[config.mk]
export PLATFORM = sky130hd
export DESIGN_NAME = alu_share_ctrl
export DESIGN_NICKNAME = d
export VERILOG_FILES = /design/src/rtl/alu_share_ctrl.sv
export SDC_FILE = /design/constraint.sdc
export NUM_CORES = 1
export LEC_CHECK = 0
export CAP_MARGIN = 20
export CORE_UTILIZATION = 42
export DETAILED_ROUTE_END_ITERATION = 12
export GPL_ROUTABILITY_DRIVEN = 0
export PLACE_DENSITY = 0.91
export SYNTH_ARGS = -nofsm -noshare
export SYNTH_HDL_FRONTEND = slang
export SYNTH_SLANG_ARGS = --single-unit
[constraint.sdc]
create_clock -name clk -period 3.7 [get_ports clk]
set_clock_uncertainty 0.05 [all_clocks]
set_input_delay 0.925 -clock clk [delete_from_list [all_inputs] [get_ports clk]]
set_output_delay 0.925 -clock clk [all_outputs]
set_load 0.02 [all_outputs]
[src/rtl/alu_share_ctrl.sv]
// alu_share_ctrl: round-robin sharing of one combinational 8-bit ALU between two
// valid/ready requesters, with operand/result registers and a divide-by-zero trap.
module alu_share_ctrl #(
    parameter logic       RR_INIT     = 1'b0,
    parameter logic [7:0] DIV0_RESULT = 8'hFF
) (
    input  logic       clk,
    input  logic       rst_n,
    input  logic       req0_valid,
    output logic       req0_ready,
    input  logic [7:0] req0_a,
    input  logic [7:0] req0_b,
    input  logic [3:0] req0_op,
    input  logic       req1_valid,
    output logic       req1_ready,
    input  logic [7:0] req1_a,
    input  logic [7:0] req1_b,
    input  logic [3:0] req1_op,
    output logic       rsp0_valid,
    input  logic       rsp0_ready,
    output logic [7:0] rsp0_data,
    output logic       rsp0_carry,
    output logic       rsp0_err,
    output logic       rsp1_valid,
    input  logic       rsp1_ready,
    output logic [7:0] rsp1_data,
    output logic       rsp1_carry,
    output logic       rsp1_err,
    output logic [7:0] alu_a,
    output logic [7:0] alu_b,
    output logic [3:0] alu_sel,
    input  logic [7:0] alu_out,
    input  logic       alu_carry,
    output logic       busy
);
    typedef enum logic [1:0] {IDLE, EXEC, RESP} state_t;

    state_t     state_q, state_d;
    logic       ptr_q, ptr_d, owner_q, owner_d;
    logic [7:0] a_q, a_d, b_q, b_d, data_q, data_d;
    logic [3:0] op_q, op_d;
    logic       carry_q, carry_d, err_q, err_d;
    logic       grant, div0;

    always_ff @(posedge clk or negedge rst_n) begin
        if (!rst_n) begin
            state_q <= IDLE;
            ptr_q   <= RR_INIT;
            owner_q <= 1'b0;
            a_q     <= '0;
            b_q     <= '0;
            op_q    <= '0;
            data_q  <= '0;
            carry_q <= 1'b0;
            err_q   <= 1'b0;
        end else begin
            state_q <= state_d;
            ptr_q   <= ptr_d;
            owner_q <= owner_d;
            a_q     <= a_d;
            b_q     <= b_d;
            op_q    <= op_d;
            data_q  <= data_d;
            carry_q <= carry_d;
            err_q   <= err_d;
        end
    end

    always_comb begin
        grant      = (req0_valid && req1_valid) ? ptr_q : req1_valid;
        req0_ready = (state_q == IDLE) && req0_valid && !grant;
        req1_ready = (state_q == IDLE) && req1_valid && grant;
        div0       = (op_q == 4'b0011) && (b_q == 8'd0);
        state_d    = state_q;
        ptr_d      = ptr_q;
        owner_d    = owner_q;
        a_d        = a_q;
        b_d        = b_q;
        op_d       = op_q;
        data_d     = data_q;
        carry_d    = carry_q;
        err_d      = err_q;
        case (state_q)
            IDLE: if (req0_ready || req1_ready) begin
                state_d = EXEC;
                owner_d = grant;
                a_d     = grant ? req1_a : req0_a;
                b_d     = grant ? req1_b : req0_b;
                op_d    = grant ? req1_op : req0_op;
            end
            EXEC: begin
                state_d = RESP;
                data_d  = div0 ? DIV0_RESULT : alu_out;
                err_d   = div0;
                carry_d = (op_q == 4'b0000) ? alu_carry : 1'b0;
            end
            RESP: if (owner_q ? rsp1_ready : rsp0_ready) begin
                state_d = IDLE;
                ptr_d   = !owner_q;
            end
            default: state_d = IDLE;
        endcase
    end

    assign rsp0_valid = (state_q == RESP) && !owner_q;
    assign rsp1_valid = (state_q == RESP) && owner_q;
    assign rsp0_data  = data_q;
    assign rsp1_data  = data_q;
    assign rsp0_carry = carry_q;
    assign rsp1_carry = carry_q;
    assign rsp0_err   = err_q;
    assign rsp1_err   = err_q;
    assign alu_a      = a_q;
    assign alu_b      = b_q;
    assign alu_sel    = op_q;
    assign busy       = (state_q != IDLE);
endmodule

==> reports/summary.txt <==
startpoint types: input port
CTS-repair resized insts: 0
global-route usage over all layers: 22.80%
clock latency on the worst-skew pair: 0.28 ns
drt first pass iters: 4
Final setup viols: 0
crit path max fanout: 7
ant diodes: 0
TNS Setup: 0 ns
H-Tree Depth: 2
worst-case vdd ir drop: 0.3619 mV
worst rel slew slack: 49.70%
syn avg cell area: 9.542 µm²
core region area: 0.004324 mm²
maximum clock insertion buffer count: 2
Critical Path AT: 2.44 ns
Cell variety after synth: 26
layout cells sized above 1: 13.73%
worst slew pin tran: 0.7545 ns
Residual DRC: 0
clock sink count: 34
Die Span Y: 69.07 µm
FMAX: 292.5 MHz
die area: 0.004771 mm²
Post-DP HPWL: 3.944 mm
via/cell ratio: 5.405
RSZ-0062 raised after global routing: no
grt total ovfl: 0
vias in the first global route: 1868
Crit path required time: 2.72 ns
Mapped Area: 0.001889 mm²
Layout area overhead: 53.91%
Final Critical Period: 3.419 ns
sequential-to-total area share from yosys stat: 45.03%
Row Count: 24
initial antenna violation count: 0
final cycle utilization of the critical path: 92.41%
Max-cap violations: 0
wire per inst: 15.31 µm
First DRT Iteration DRCs: 93
Post-CTS Setup Inserts: 0
TritonCTS clock tree: yes
final WL: 5.145 mm
Slew Viols, Final: 0
CTS Root Cell: clkbuf_8
leak pwr: 1.144 nW
Power Dens Cells: 808.5 mW/mm²
Worst Path Class, Setup: input port to output pin
worst setup margin: 0.2807 ns
Ports: 100
status: complete, no violations
pre-CTS WS: 0.2821 ns
pin count of the biggest net entering global routing: 35
post-synthesis sequential element count: 34
Post-DRT Antenna Nets: 0
die width: 69.07 µm
via count: 1816
initial core utilization: 43.69%
final net count: 338
Yosys warning count: 0
IO buf count: 99
CTS clk-pin slew, worst paths: 0.06 ns
Final Hold Viols: 0
worst reg-to-reg setup slack: 1.77 ns
Synthesized Nets: 253
CTS Buf Count: 5
global-route wire length before repair: 8.714 mm
worst hold path class: flip-flop to flip-flop
# hold bufs at CTS: 0
Synth Instances: 198
Worst setup EP type: output pin
critical path, cell delays in order:
cell,delay (ns)
clkdlybuf4s50_1,0.45
nand2b_1,0.23
nand2_1,0.11
nor2_1,0.10
clkdlybuf4s50_1,0.63
state kept, by name (all words and copies together) (netlist names):
register and cells:
alu_sel 4, rsp0_carry 1, ptr_q 1, alu_b 8, rsp0_data 8, state_q 2
alu_a 8, rsp0_err 1, owner_q 1
layer usage:
metal / GRT usage, % / vias up / routed length (µm)
met3: 8.041 / 9 / 427
met4: 5.215 / 0 / 57
met5: 0 / - / 0
li1: - / 866 / -
met2: 40.67 / 90 / 2675
met1: 25.98 / 851 / 1985
cells in the final DEF, fill, tap and decap left out, drive strengths merged:
| master | synthesis | routed |
|---|---|---|
| nor2b | 2 | 2 |
| or2 | 1 | 1 |
| nand2b | 3 | 3 |
| and3 | 1 | 1 |
| o2bb2ai | 1 | 1 |
| o21ai | 23 | 23 |
| clkdlybuf4s50 | 0 | 98 |
| buf | 21 | 6 |
| nor2 | 6 | 6 |
| clkinv | 0 | 1 |
| nand2 | 20 | 20 |
| a21oi | 22 | 22 |
| a31oi | 21 | 21 |
| a32o | 1 | 1 |
| nand3 | 28 | 28 |
| inv | 4 | 4 |
| nor4b | 3 | 3 |
| nand4 | 1 | 1 |
| and2 | 1 | 1 |
| dfrtp | 34 | 34 |
| clkbuf | 5 | 7 |
stage by stage:
step	power [W]	instance area (µm²)	std cells	hold slack [ns]	util (%)
6_report	0.002351	2908	336	0.4612	67.25
5_1_grt	0.002485	2908	336	0.5092	67.25
4_1_cts	0.002374	2908	336	0.4601	67.25
3_5_place_dp	0.002094	2816	328	0.4435	65.13
3_3_place_gp	0.002047	2816	328	0.4396	65.13
2_1_floorplan	0.001544	1889	198	0.4509	-
path summary, 6_finish.rpt:
check	start	to	cells past startpoint
hold / removal	rsp0_err	rsp0_err	2
max in group asynchronous	rst_n	alu_a[7]	1
setup reg to reg	state_q[1]	alu_b[5]	4
min in group asynchronous	rst_n	rsp0_data[1]	1
hold reg to reg	rsp0_err	rsp0_err	2
setup / recovery	req0_valid	req1_ready	5
cells in the mapped netlist:
| cell type | n | area, µm² |
|---|---|---|
| a21oi_1 | 22 | 110.1 |
| a31oi_1 | 2 | 12.51 |
| a31oi_2 | 19 | 237.7 |
| a32o_1 | 1 | 10.01 |
| and2_4 | 1 | 8.760 |
| and3_1 | 1 | 6.260 |
| buf_2 | 9 | 45.04 |
| buf_4 | 10 | 75.07 |
| buf_6 | 2 | 22.52 |
| clkbuf_1 | 5 | 18.77 |
| dfrtp_1 | 34 | 850.8 |
| inv_1 | 3 | 11.26 |
| inv_2 | 1 | 3.750 |
| nand2_1 | 20 | 75.07 |
| nand2b_1 | 3 | 18.77 |
| nand3_1 | 28 | 140.1 |
| nand4_4 | 1 | 21.27 |
| nor2_1 | 5 | 18.77 |
| nor2_2 | 1 | 6.260 |
| nor2b_1 | 2 | 12.51 |
| nor4b_2 | 2 | 30.03 |
| nor4b_4 | 1 | 23.77 |
| o21ai_0 | 10 | 50.05 |
| o21ai_1 | 13 | 65.06 |
| o2bb2ai_1 | 1 | 8.760 |
| or2_1 | 1 | 6.260 |
cell type report:
cell class,count,area (µm²)
Clock buffer,7,86.33
Clock inverter,1,5.005
Fill cell,356,1416
Inverter,4,15.01
Multi-Input combinational cell,134,862.1
Sequential cell,34,850.8
Tap cell,52,65.06
Timing Repair Buffer,104,1023
power by group:
group          total, W  switching, W  internal, W
registers      0.000721      0.000171     0.000550
clock network  0.000276      0.000126     0.000150
logic           0.00135      0.000712     0.000642
logic make-up after synthesis:
kind of cell    count (synthesis)  share of synthesized area (%)
compound gates                 68                          26.16
simple gates                   66                          19.47
flops                          34                          45.03
buf+inv                        30                          9.337
Note: power is estimated with default switching activity, not from simulation.
